==> src/rtl/down_counter_timer.sv <==
// Loadable down-counter/timer with one-cycle terminal-count pulse and optional auto-reload.
// Define PRESCALE_EN to require PRESCALE enabled cycles per decrement.
module down_counter_timer #(
    parameter int WIDTH    = 8,
    parameter int PRESCALE = 4
) (
    input  logic             clk,
    input  logic             rst,
    input  logic [WIDTH-1:0] data,
    input  logic             load,
    input  logic             enable,
    input  logic             auto_reload,
    output logic [WIDTH-1:0] out,
    output logic             tc,
    output logic             busy
);

    localparam logic [WIDTH-1:0] ONE = WIDTH'(1);

    logic [WIDTH-1:0] reload_reg;
    logic             step;

    generate
        if (PRESCALE < 1) begin : g_bad_prescale
            $error("PRESCALE must be >= 1");
        end
    endgenerate

`ifdef PRESCALE_EN
    localparam int PS_W = (PRESCALE > 1) ? $clog2(PRESCALE) : 1;
    localparam logic [PS_W-1:0] PS_LAST = PS_W'(PRESCALE - 1);

    logic [PS_W-1:0] ps_reg;

    // A decrement fires on the enabled cycle where the prescaler sits at its last value.
    assign step = enable && (ps_reg == PS_LAST);

    always_ff @(posedge clk) begin
        if (rst || load) begin
            ps_reg <= '0;
        end else if (enable) begin
            ps_reg <= (ps_reg == PS_LAST) ? '0 : ps_reg + 1'b1;
        end
    end
`else
    assign step = enable;
`endif

    always_ff @(posedge clk) begin
        if (rst) begin
            out        <= '0;
            reload_reg <= '0;
            tc         <= 1'b0;
            busy       <= 1'b0;
        end else if (load) begin
            out        <= data;
            reload_reg <= data;
            tc         <= 1'b0;
            busy       <= (data != '0);
        end else if (step) begin
            tc <= 1'b0;
            if (out > ONE) begin
                out <= out - ONE;
            end else if (out == ONE) begin
                // Terminal step: auto_reload is only consulted here.
                tc <= 1'b1;
                if (auto_reload) begin
                    out  <= reload_reg;
                    busy <= (reload_reg != '0);
                end else begin
                    out  <= '0;
                    busy <= 1'b0;
                end
            end else begin
                busy <= 1'b0;
            end
        end else begin
            tc <= 1'b0;
        end
    end

endmodule

==> config.mk <==
export PLATFORM = sky130hd
export DESIGN_NAME = down_counter_timer
export DESIGN_NICKNAME = d
export VERILOG_FILES = /design/src/rtl/down_counter_timer.sv
export SDC_FILE = /design/constraint.sdc
export NUM_CORES = 1
export LEC_CHECK = 0
export ABC_AREA = 1
export CAP_MARGIN = 20
export CORE_ASPECT_RATIO = 1.1
export CORE_MARGIN = 1
export CORE_UTILIZATION = 55
export CTS_BUF_LIST = sky130_fd_sc_hd__clkbuf_4 sky130_fd_sc_hd__clkbuf_8
export DETAILED_ROUTE_END_ITERATION = 6
export DONT_BUFFER_PORTS = 1
export HOLD_SLACK_MARGIN = 0.15
export PLACE_DENSITY = 0.7
export REMOVE_ABC_BUFFERS = 1
export SYNTH_ARGS = -nofsm -noshare
export SYNTH_HDL_FRONTEND = slang
export SYNTH_SLANG_ARGS = --single-unit
==> constraint.sdc <==
create_clock -name clk -period 4.2 [get_ports clk]
set_input_delay 0.63 -clock clk [delete_from_list [all_inputs] [get_ports clk]]
set_output_delay 0.63 -clock clk [all_outputs]
set_load 0.01 [all_outputs]
Word-level counts from Yosys, hierarchy flattened
Cells that the tools add are included.
Word-level totals
  word-level logic and storage cells: 27
  bits of input ports: 13
  bits in registers: 18
Cells by class
  add/sub/neg operators: 1
  bitwise operators: 1
  magnitude comparators: 1
  reductions and logical operators: 7
  muxes and demuxes: 11
  equality and inequality tests: 2
Operator list (number)
  two-way mux 8 bit: 5
  nonzero test 8 bit: 2
  == test 8 x 1 -> 1 bit, second input constant: 1
  greater-than comparator 8 x 1 -> 1 bit, second input constant: 1
  subtractor 8 x 1 -> 8 bit, second input constant: 1
  two-way mux 1 bit: 6
  AND reduction 2 bit: 2
  OR reduction 4 bit: 1
  nonzero test 3 bit: 1
  inequality test 2 bit, second input constant: 1
  nonzero test 2 bit: 1
  inverter 1 bit: 1

Logic depth before layout (Yosys ltp)
Gate-level depths: netlist of run 1.
  word-level depth: 6
  depth in mapped cells: 10

Worst setup path after synthesis of run 1
OpenSTA, ideal clock, no wires.
  path type: reg2reg
  start point: register out[0]
  end point: register out[0]
  stages on the path, launching flop included: 11
  period minus slack after synthesis: 1.544 ns
  required time: 4.088 ns
  path slack: 2.656 ns
  library setup time: 0.112 ns
  arrival time: 1.433 ns
  path through: dfxtp_1 inv_1 ha_1 nand2_2 nor2_2 nand4_4 nand2_4 buf_6 nand2_1 nand2_1 nor2_1
Between the ends
  word-level cells in the longest chain between the ends: 4
  elaborated cells on any way between the ends: 8
RTL lines
  from (decl): line 13  | output logic [WIDTH-1:0] out,
  from (signal assigned): line 56  | out <= data;
  from (signal assigned): line 63  | out <= out - ONE;
  from (signal assigned): line 68  | out <= reload_reg;
  subtractor 8 x 1 -> 8 bit or greater-than comparator 8 x 1 -> 1 bit (tied branches): line 63, 62
  two-way mux 8 bit: line 62  | if (out > ONE) begin
  two-way mux 8 bit: line 60  | end else if (step) begin
  two-way mux 8 bit: line 55  | end else if (load) begin
Several ways; a longest one is shown, not always the timed one. The select of a mux whose other input is x is not followed.
A chain may end at the register's enable or synchronous reset.

Final worst setup path of run 1
Ends and elaborated chain as after synthesis.

==> results of run 1 <==
-- routing by layer --
layer | GRT usage | share of wire | up-vias
met1 | 0.337 | 0.46 | 508
met3 | 0.0476 | 0.049 | 5
met4 | 0.111 | 0.017 | 0
li1 | - | - | 583
met2 | 0.436 | 0.47 | 38
met5 | 0 | 0 | -
-- power by group --
group	internal, mW	total, mW	switching, mW
Combinational	0.0609	0.176	0.116
Sequential	0.188	0.218	0.0295
Clock	0.0334	0.0842	0.0508
Total	0.282	0.478	0.196
-- cells in the final DEF (no fill, tap or decap) --
master                     instances
sky130_fd_sc_hd__nor2_1           31
sky130_fd_sc_hd__o21ai_0           3
sky130_fd_sc_hd__xor2_1            1
sky130_fd_sc_hd__nand2_2           3
sky130_fd_sc_hd__nand3_1          22
sky130_fd_sc_hd__o21ai_1           1
sky130_fd_sc_hd__nor4_1            1
sky130_fd_sc_hd__nand2_1          51
sky130_fd_sc_hd__o21ai_2           1
sky130_fd_sc_hd__nand4_4           1
sky130_fd_sc_hd__nand2_4           2
sky130_fd_sc_hd__a21oi_1          12
sky130_fd_sc_hd__clkbuf_4          3
sky130_fd_sc_hd__inv_2             2
sky130_fd_sc_hd__ha_1              2
sky130_fd_sc_hd__nand4_1           4
sky130_fd_sc_hd__inv_1            15
sky130_fd_sc_hd__nor2_4            4
sky130_fd_sc_hd__dfxtp_1          18
sky130_fd_sc_hd__or2_2             1
sky130_fd_sc_hd__nor2_2            1
sky130_fd_sc_hd__clkinv_1          1
-- area by class of cell --
class,count,area (um2),share of cell area
Tap cell,27,33.8,0.0287
Sequential cell,18,360,0.306
Inverter,18,67.6,0.0574
Clock buffer,3,22.5,0.0191
Multi-Input combinational cell,141,692,0.588
-- through the flow --
| step | std cells | setup WS, ns | utilization | total power [mW] |
|---|---|---|---|---|
| floorplan | 177 | 2.70 | - | 0.361 |
| global placement | 204 | 2.54 | 0.620 | 0.393 |
| detailed placement | 204 | 2.51 | 0.620 | 0.396 |
| CTS | 207 | 2.49 | 0.632 | 0.481 |
| global route | 207 | 2.24 | 0.632 | 0.519 |
| finish | 207 | 2.48 | 0.632 | 0.478 |
-- cell families (layout without fill, tap and decap cells) --
family / Yosys count / after routing / synth area share
XOR/XNOR: 1 / 1 / 0.00765
adder cells (fa/ha/maj): 2 / 2 / 0.0219
AND/OR/NAND/NOR: 121 / 121 / 0.497
buffers and inverters: 22 / 21 / 0.0809
flip-flops: 18 / 18 / 0.315
AO/OA/AOI/OAI: 17 / 17 / 0.0776
-- worst min path at each step --
stage                       start       endpoint  slack (ns)
floorplan           reload_reg[0]  reload_reg[0]        0.45
global placement    reload_reg[0]  reload_reg[0]        0.46
detailed placement  reload_reg[0]  reload_reg[0]        0.47
CTS                           rst  reload_reg[1]        0.38
global route                  rst  reload_reg[1]        0.37
finish                        rst  reload_reg[3]        0.39
==> out/metrics.json, run 1 <==
{
  "drive_gt1_frac": 0.100,
  "cts.sink_count": 18,
  "final-max-slew-violation-count": 0,
  "post_cts.resized_instances": 0,
  "synth.most_common_cell": "sky130_fd_sc_hd__nand2_1",
  "timing.critical_path.fanout_max": 9,
  "maxClockFrequency_ghz": 0.582,
  "critical-path-top-delay-family": "simple AND/OR/NAND/NOR gates",
  "timing.final.hold_violations": 0,
  "wirelength_mm": 2.54,
  "vias": 1134,
  "power_density_mw_per_mm2": 407,
  "netlist_area_mm2": 0.00114,
  "ys.warnings.count": 0,
  "ys_top_cells_by_area": "sky130_fd_sc_hd__dfxtp_1 (31%), sky130_fd_sc_hd__nand2_1 (17%), sky130_fd_sc_hd__nor2_1 (10%)",
  "crit_arrival_ns": 1.96,
  "largest_vdd_supply_drop_mv": 0.244,
  "grt_pass1_wl_mm": 4.50,
  "ioPinCount": 23,
  "post-cts-setup-buffers": 0,
  "rows": 16,
  "commonest_cells_in_the_netlist": "sky130_fd_sc_hd__nand2_1 (51), sky130_fd_sc_hd__nor2_1 (31), sky130_fd_sc_hd__nand3_1 (22), sky130_fd_sc_hd__dfxtp_1 (18), sky130_fd_sc_hd__inv_1 (15)",
  "design.die.area_mm2": 0.00227,
  "chipWidth_um": 45.5,
  "holdPathStages": 1,
  "run_status": "complete, no violations",
  "grt_max_degree": 15,
  "timing.reg2reg.setup_slack_ns": 2.48,
  "detailed_place_hpwl_mm": 2.00,
  "finClkSkew_ns": 0.00129,
  "cts_buffer_depth": 2,
  "grt_pass1_vias": 1085,
  "grt_antenna_before_repair": 0,
  "min_period_over_period": 0.409,
  "worstReg2RegEnd": "out[0]",
  "post_cts_hold_buffer_count": 0,
  "number_of_design_rule_violations_left_after_detail_routing": 0,
  "wl_cell_um": 12.3,
  "antenna_cells_inserted": 0,
  "critical_path_buf_inv_count": 1,
  "tns_ns": 0,
  "final_design_area_no_fill_mm2": 0.00118,
  "critical_path_cell_by_cell": "inv_1 -> ha_1 -> o21ai_2 -> nor2_4 -> nor2_4 -> nand2_1 -> nand3_1 -> nor2_1 -> nor2_1",
  "worstReg2RegStart": "out[0]",
  "worst_hold_slack_ns": 0.390,
  "endpoint": "out[0]",
  "path_depth": 9,
  "worst_setup_hold_path_clk_slew_ns": 0.09,
  "syn-mean-instance-area_um2": 6.33,
  "synth-edff-count": 0,
  "syn_inst": 181,
  "worst_pin_slew_ns": 0.459,
  "tightest_hold_check_type": "in2reg",
  "cts_tree": "yes",
  "final_net_count": 197,
  "synthArstFlopShare": 0,
  "drtAntennaViolNets": 0,
  "placement.cell_area_mm2": 0.00115,
  "clock_insertion_delay_worst_skew_ns": 0.29,
  "sequential_element_share_of_the_synthesized_area": 0.315,
  "rr_worst_depth": 9,
  "floorplan.core_area_mm2": 0.00186,
  "worstPathRequired_ns": 4.44,
  "overflow": 0,
  "numCtsBuffers": 3,
  "grt.total_usage": 0.268,
  "worstSetupStartpointType": "register",
  "layout_min_cycle_time_ns": 1.72,
  "slew_headroom": 0.693,
  "gpl_congestion": 0.899,
  "htreeDepth": 1,
  "netlist.top_cell.by_area": "sky130_fd_sc_hd__dfxtp_1",
  "fillCellCount": 196,
  "postSynthRegisterBits": 18,
  "cts_root_buf": "sky130_fd_sc_hd__clkbuf_4",
  "cp-end-kind": "register",
  "rsz0062_at_grt": "false",
  "setup_viol": 0,
  "ys_types": 24,
  "synthToLayoutAreaGrowth_pct": 2.73,
  "initialDrtViolationCount": 31,
  "drv_cap": 0,
  "start_util": 0.615,
  "power.leakage_nw": 0.544,
  "criticalPathCategory": "reg2reg",
  "critical-path-slowest-cell": "sky130_fd_sc_hd__dfxtp_1",
  "yosys.area.top_type_share": 0.315,
  "cpPeakStageDelay_ns": 0.42,
  "synthFlopType": "sky130_fd_sc_hd__dfxtp_1",
  "crit_start": "out[0]",
  "port-buffer-count": 0,
  "die_height_um": 49.9,
  "drt-vias-per-instance": 5.48,
  "detail_route.first_pass.iterations": 4
}
Note: power is estimated with default switching activity, not from simulation.
==> run 2: changes to the inputs <==
==> constraint.sdc (replaced) <==
create_clock -name clk -period 1.8 [get_ports clk]
set_input_delay 0.27 -clock clk [delete_from_list [all_inputs] [get_ports clk]]
set_output_delay 0.27 -clock clk [all_outputs]
set_load 0.01 [all_outputs]
==> out/metrics.json, run 2 (same netlist as run 1, synthesis figures left out) <==
{
  "die_height": {"value": 49.9, "unit": "um", "change": "unchanged"},
  "cpPeakStageDelay": {"value": 0.38, "unit": "ns", "change": "-0.04 ns"},
  "final_net_count": {"value": 209, "change": "+6.1%"},
  "setup_viol": {"value": 0, "change": "unchanged"},
  "grt_max_degree": {"value": 15, "change": "unchanged"},
  "critical-path-slowest-cell": "sky130_fd_sc_hd__dfxtp_1",
  "cts_buffer_depth": {"value": 2, "change": "unchanged"},
  "power_density": {"value": 932, "unit": "mW/mm2", "change": "+130%"},
  "drtAntennaViolNets": {"value": 0, "change": "unchanged"},
  "design.die.area": {"value": 0.00227, "unit": "mm2", "change": "unchanged"},
  "drt-vias-per-instance": {"value": 5.16, "change": "-5.7%"},
  "start_util": {"value": 0.615, "change": "unchanged"},
  "maxClockFrequency": {"value": 0.614, "unit": "GHz", "change": "+5.5%"},
  "cts_root_buf": "sky130_fd_sc_hd__clkbuf_4",
  "rsz0062_at_grt": "false",
  "timing.critical_path.fanout_max": {"value": 14, "change": "+5"},
  "worstPathRequired": {"value": 2.01, "unit": "ns", "change": "-2.43 ns"},
  "crit_arrival": {"value": 1.84, "unit": "ns", "change": "-0.12 ns"},
  "grt.total_usage": {"value": 0.271, "change": "+0.00312"},
  "run_status": "complete, no violations",
  "largest_vdd_supply_drop": {"value": 0.672, "unit": "mV", "change": "+180%"},
  "number_of_design_rule_violations_left_after_detail_routing": {"value": 0, "change": "unchanged"},
  "min_period_over_period": {"value": 0.905, "change": "+0.496"},
  "antenna_cells_inserted": {"value": 0, "change": "unchanged"},
  "wl_cell": {"value": 12.6, "unit": "um", "change": "+2.2%"},
  "synthToLayoutAreaGrowth_pct": 15.1,
  "port-buffer-count": {"value": 0, "change": "unchanged"},
  "power.leakage": {"value": 0.602, "unit": "nW", "change": "+11%"},
  "grt_pass1_wl": {"value": 4.51, "unit": "mm", "change": "+0.16%"},
  "gpl_congestion": {"value": 0.872, "change": "-3.0%"},
  "htreeDepth": {"value": 1, "change": "unchanged"},
  "tns": {"value": 0, "unit": "ns", "change": "unchanged"},
  "critical_path_cell_by_cell": "inv_1 -> ha_2 -> nand2_2 -> nor2_2 -> nand4_4 -> nand2_4 -> nand2_1 -> nand2_1 -> nor2_1",
  "layout.cells.most_common_list": "sky130_fd_sc_hd__nand2_1 (51), sky130_fd_sc_hd__nor2_1 (31), sky130_fd_sc_hd__nand3_1 (22)",
  "maxUsedRoutingLayer": "met4",
  "worst_setup_slack_post_dpl": {"value": 0.120, "unit": "ns", "change": "-2.39 ns"},
  "seqCellArea": {"value": 360, "unit": "um2", "change": "unchanged"},
  "rows": {"value": 16, "change": "unchanged"},
  "overflow": {"value": 0, "change": "unchanged"},
  "numCtsBuffers": {"value": 3, "change": "unchanged"},
  "met3_length": {"value": 165, "unit": "um", "change": "+32%"},
  "final-max-slew-violation-count": {"value": 0, "change": "unchanged"},
  "floorplan.core_area": {"value": 0.00186, "unit": "mm2", "change": "unchanged"},
  "tightest_hold_check_type": "in2reg",
  "worst_setup_hold_path_clk_slew": {"value": 0.12, "unit": "ns", "change": "+0.03 ns"},
  "timing.critical_path.mode_cell": "sky130_fd_sc_hd__nand2_1",
  "placement.cell_area": {"value": 0.00116, "unit": "mm2", "change": "+0.65%"},
  "drv_cap": {"value": 0, "change": "unchanged"},
  "final_design_area_no_fill": {"value": 0.00132, "unit": "mm2", "change": "+12%"},
  "initialDrtViolationCount": {"value": 43, "change": "+39%"},
  "cts_tree": "yes",
  "criticalPathCategory": "reg2reg",
  "clock_insertion_delay_worst_skew": {"value": 0.31, "unit": "ns", "change": "+0.02 ns"},
  "grt_antenna_before_repair": {"value": 0, "change": "unchanged"},
  "mostFrequentLayoutCell": "sky130_fd_sc_hd__nand2_1",
  "report.power.total": {"value": 1.23, "unit": "mW", "change": "+160%"},
  "chipWidth": {"value": 45.5, "unit": "um", "change": "unchanged"},
  "timing.final.hold_violations": {"value": 0, "change": "unchanged"},
  "worstSetupStartpointType": "register",
  "worst_pin_slew": {"value": 0.420, "unit": "ns", "change": "-0.0391 ns"},
  "finClkSkew": {"value": 0.00762, "unit": "ns", "change": "+0.00633 ns"},
  "layout_setup_ws": {"value": 0.171, "unit": "ns", "change": "-2.31 ns"},
  "multi_input_area": {"value": 702, "unit": "um2", "change": "+1.4%"},
  "layout.cells.non_filler": {"value": 220, "change": "+6.3%"},
  "wl_met1": {"value": 1.28, "unit": "mm", "change": "+8.8%"},
  "cp-end-kind": "register",
  "layout_min_cycle_time": {"value": 1.63, "unit": "ns", "change": "-0.0896 ns"},
  "detailed_place_hpwl": {"value": 2.07, "unit": "mm", "change": "+3.2%"},
  "detail_route.first_pass.iterations": {"value": 4, "change": "unchanged"},
  "vias": {"value": 1136, "change": "+0.18%"},
  "wirelength": {"value": 2.76, "unit": "mm", "change": "+8.7%"},
  "slew_headroom": {"value": 0.719, "change": "+0.0261"},
  "ioPinCount": {"value": 23, "change": "unchanged"},
  "post-cts-setup-buffers": {"value": 0, "change": "unchanged"},
  "dr_wl_met2": {"value": 1.27, "unit": "mm", "change": "+5.8%"},
  "number_of_placed_cells_counting_well_taps": {"value": 205, "change": "+0.49%"},
  "cts.sink_count": {"value": 18, "change": "unchanged"},
  "drive_gt1_frac": {"value": 0.109, "change": "+0.00881"},
  "grt_pass1_vias": {"value": 1074, "change": "-1.0%"},
  "fillCellCount": {"value": 174, "change": "-11%"}
}
## run 2: power breakdown
group / total (mW) / internal (mW) / switching [mW]
combinational: 0.457 / 0.168 / 0.289
clock: 0.266 / 0.124 / 0.142
sequential: 0.505 / 0.439 / 0.0661
## run 2: repair_timing
item / in CTS / in global routing
hold buffers: 11 / 0
setup endpoints to repair: 0 / 5
gates resized for setup: 0 / 2
endpoints found under the hold margin: 10 / 0
## run 2: layout make-up
type,instances,share of cell area
well taps,27,0.0256
repair buffers,12,0.0893
inverters,18,0.0513
multi-input cells,141,0.533
flip-flops and latches,18,0.274
clock buffers,4,0.0275
## run 2: path summary, 6_finish.rpt
| check | from | end | slack, ns | cells past startpoint |
|---|---|---|---|---|
| setup / recovery | out[1] | out[5] | 0.17 | 9 |
| hold / removal | load | out[7] | 0.23 | 5 |
| setup reg to reg | out[1] | out[5] | 0.17 | 9 |
| hold reg to reg | reload_reg[0] | reload_reg[0] | 0.49 | 2 |
## run 2: worst max-delay path, delay by kind of cell (launching register included)
family                     cells  cell delay, ns
adders and majority gates      1            0.28
buffers and inverters          1            0.13
DFF                            1            0.38
and+or+nand+nor                7            0.74
## run 2: per-layer routing
layer / vias up / track usage
li1: 609 / -
met1: 479 / 0.363
met2: 43 / 0.436
met3: 5 / 0.0256
met4: 0 / 0.106
met5: - / 0
## run 2: stage by stage
step,hold WS [ns],util
2_1_floorplan,0.339,-
3_3_place_gp,0.341,0.624
3_5_place_dp,0.342,0.624
4_1_cts,0.234,0.702
5_1_grt,0.245,0.708
6_report,0.233,0.708
==> run 3: changes to the inputs <==
--- a/config.mk
+++ b/config.mk
@@ -7,7 +7,6 @@
 export LEC_CHECK = 0
 export ABC_AREA = 1
 export CAP_MARGIN = 20
-export CORE_ASPECT_RATIO = 1.1
 export CORE_MARGIN = 1
 export CORE_UTILIZATION = 55
 export CTS_BUF_LIST = sky130_fd_sc_hd__clkbuf_4 sky130_fd_sc_hd__clkbuf_8
==> out/metrics.json, run 3 (same netlist as run 1, synthesis figures left out) <==
{
  "run_status": "complete, no violations",
  "grt_max_degree": {"value": 15, "change": "unchanged"},
  "cts.sink_count": {"value": 18, "change": "unchanged"},
  "criticalPathCategory": "in2reg",
  "detailed_place_hpwl": {"value": 2.05, "unit": "mm", "change": "-0.65%"},
  "ioPinCount": {"value": 23, "change": "unchanged"},
  "synthToLayoutAreaGrowth": {"value": 15.1, "unit": "%", "change": "unchanged"},
  "detail_route.first_pass.iterations": {"value": 4, "change": "unchanged"},
  "gpl_congestion": {"value": 0.886, "change": "+1.6%"},
  "rows": {"value": 16, "change": "unchanged"},
  "tightest_hold_check_type": "in2reg",
  "overflow": {"value": 0, "change": "unchanged"},
  "final-max-slew-violation-count": {"value": 0, "change": "unchanged"},
  "chipWidth": {"value": 47.6, "unit": "um", "change": "+4.7%"},
  "tns": {"value": 0, "unit": "ns", "change": "unchanged"},
  "number_of_placed_cells_counting_well_taps": {"value": 205, "change": "unchanged"},
  "power_density": {"value": 928, "unit": "mW/mm2", "change": "-0.44%"},
  "timing.final.hold_violations": {"value": 0, "change": "unchanged"},
  "layout.cells.non_filler": {"value": 220, "change": "unchanged"},
  "grt_pass1_wl": {"value": 4.35, "unit": "mm", "change": "-3.5%"},
  "initialDrtViolationCount": {"value": 43, "change": "unchanged"},
  "drtAntennaViolNets": {"value": 0, "change": "unchanged"},
  "crit_start": "load",
  "die_height": {"value": 47.6, "unit": "um", "change": "-4.5%"},
  "start_util": {"value": 0.584, "change": "-0.0314"},
  "cp-end-kind": "register",
  "worstPathRequired": {"value": 2.04, "unit": "ns", "change": "+0.03 ns"},
  "worst_pin_slew": {"value": 0.425, "unit": "ns", "change": "+0.00487 ns"},
  "layout_min_cycle_time": {"value": 1.61, "unit": "ns", "change": "-0.0153 ns"},
  "worst_setup_hold_path_clk_slew": {"value": 0.11, "unit": "ns", "change": "about the same"},
  "cts_root_buf": "sky130_fd_sc_hd__clkbuf_4",
  "grt.total_usage": {"value": 0.277, "change": "+0.00556"},
  "wl_cell": {"value": 13.0, "unit": "um", "change": "+3.7%"},
  "final_net_count": {"value": 209, "change": "unchanged"},
  "finClkSkew": {"value": 0.00268, "unit": "ns", "change": "-0.00494 ns"},
  "htreeDepth": {"value": 1, "change": "unchanged"},
  "grt_pass1_vias": {"value": 1068, "change": "-0.56%"},
  "rsz0062_at_grt": "false",
  "antenna_cells_inserted": {"value": 0, "change": "unchanged"},
  "number_of_design_rule_violations_left_after_detail_routing": {"value": 0, "change": "unchanged"},
  "mostFrequentLayoutCell": "sky130_fd_sc_hd__nand2_1",
  "slew_headroom": {"value": 0.715, "change": "-0.00326"},
  "port-buffer-count": {"value": 0, "change": "unchanged"},
  "crit_arrival": {"value": 1.85, "unit": "ns", "change": "about the same"},
  "layout.cells.most_common_list": "sky130_fd_sc_hd__nand2_1 (51), sky130_fd_sc_hd__nor2_1 (31), sky130_fd_sc_hd__nand3_1 (22)",
  "timing.critical_path.fanout_max": {"value": 8, "change": "-6"},
  "maxClockFrequency": {"value": 0.620, "unit": "GHz", "change": "+0.95%"},
  "cts_tree": "yes",
  "drive_gt1_frac": {"value": 0.109, "change": "unchanged"},
  "worstReg2RegStart": "out[1]",
  "min_period_over_period": {"value": 0.897, "change": "-0.00848"},
  "clock_insertion_delay_worst_skew": {"value": 0.30, "unit": "ns", "change": "about the same"},
  "setup_viol": {"value": 0, "change": "unchanged"},
  "floorplan.core_area": {"value": 0.00196, "unit": "mm2", "change": "+5.4%"},
  "holdCritStartpoint": "data[1]",
  "cts_buffer_depth": {"value": 2, "change": "unchanged"},
  "vias": {"value": 1199, "change": "+5.5%"},
  "power.leakage": {"value": 0.601, "unit": "nW", "change": "-0.23%"},
  "largest_vdd_supply_drop": {"value": 0.546, "unit": "mV", "change": "-19%"},
  "grt_antenna_before_repair": {"value": 0, "change": "unchanged"},
  "post-cts-setup-buffers": {"value": 0, "change": "unchanged"},
  "wirelength": {"value": 2.86, "unit": "mm", "change": "+3.7%"},
  "worstSetupStartpointType": "input pin",
  "numCtsBuffers": {"value": 3, "change": "unchanged"},
  "design.die.area": {"value": 0.00227, "unit": "mm2", "change": "about the same"},
  "drv_cap": {"value": 0, "change": "unchanged"},
  "drt-vias-per-instance": {"value": 5.45, "change": "+5.5%"}
}
## run 3: cell counts in the layout (fill, tap and decap cells not counted)
Identical to the previous run, type by type.
## run 3: cell type report
type / instances / area [um2]
sequential: 18 / 360
fill: 198 / 644
clock buffer: 4 / 36.3
multi-input combinational: 141 / 702
tap: 27 / 33.8
inverter: 18 / 67.6
timing repair buffer: 12 / 118
## run 3: where the power goes
part,switching [mW],internal [mW],leakage (nW)
clock network,0.137,0.123,0.0210
logic,0.289,0.168,0.431
registers,0.0658,0.439,0.149
total,0.492,0.730,0.601
## run 3: critical path, stage by stage
cell                            delay, ns
sky130_fd_sc_hd__dlygate4sd3_1       0.70
sky130_fd_sc_hd__nand2_1             0.13
sky130_fd_sc_hd__dlygate4sd3_1       0.60
sky130_fd_sc_hd__a21oi_1             0.15
## run 3: stage by stage
step	instance area [um2]	setup slack, ns	hold slack (ns)	util	power (mW)
6_report	1320	0.186	0.155	0.672	1.22
5_1_grt	1320	0.0556	0.155	0.672	1.31
4_1_cts	1310	0.0996	0.156	0.666	1.21
3_5_place_dp	1160	0.125	0.342	0.592	0.929
3_3_place_gp	1160	0.154	0.341	0.592	0.925
2_1_floorplan	1120	0.303	0.339	-	0.841
## run 3: metal layers
metal | GRT usage | up-vias | share of wire
met5 | 0 | - | 0
met2 | 0.438 | 47 | 0.46
met4 | 0.139 | 0 | 0.017
li1 | - | 603 | -
met3 | 0.0528 | 8 | 0.063
met1 | 0.360 | 541 | 0.45
## run 3: repair_timing
action,in CTS,in global routing
gates resized for setup,0,2
endpoints found under the setup margin,0,4
endpoints found under the hold margin,10,0
hold buffers,11,0
## run 3: path summary, 6_finish.rpt
kind	to	slack (ns)	cells after the start
setup / recovery	reload_reg[0]	0.19	4
hold / removal	reload_reg[1]	0.15	2
setup reg to reg	out[7]	0.19	9
hold reg to reg	reload_reg[5]	0.50	2
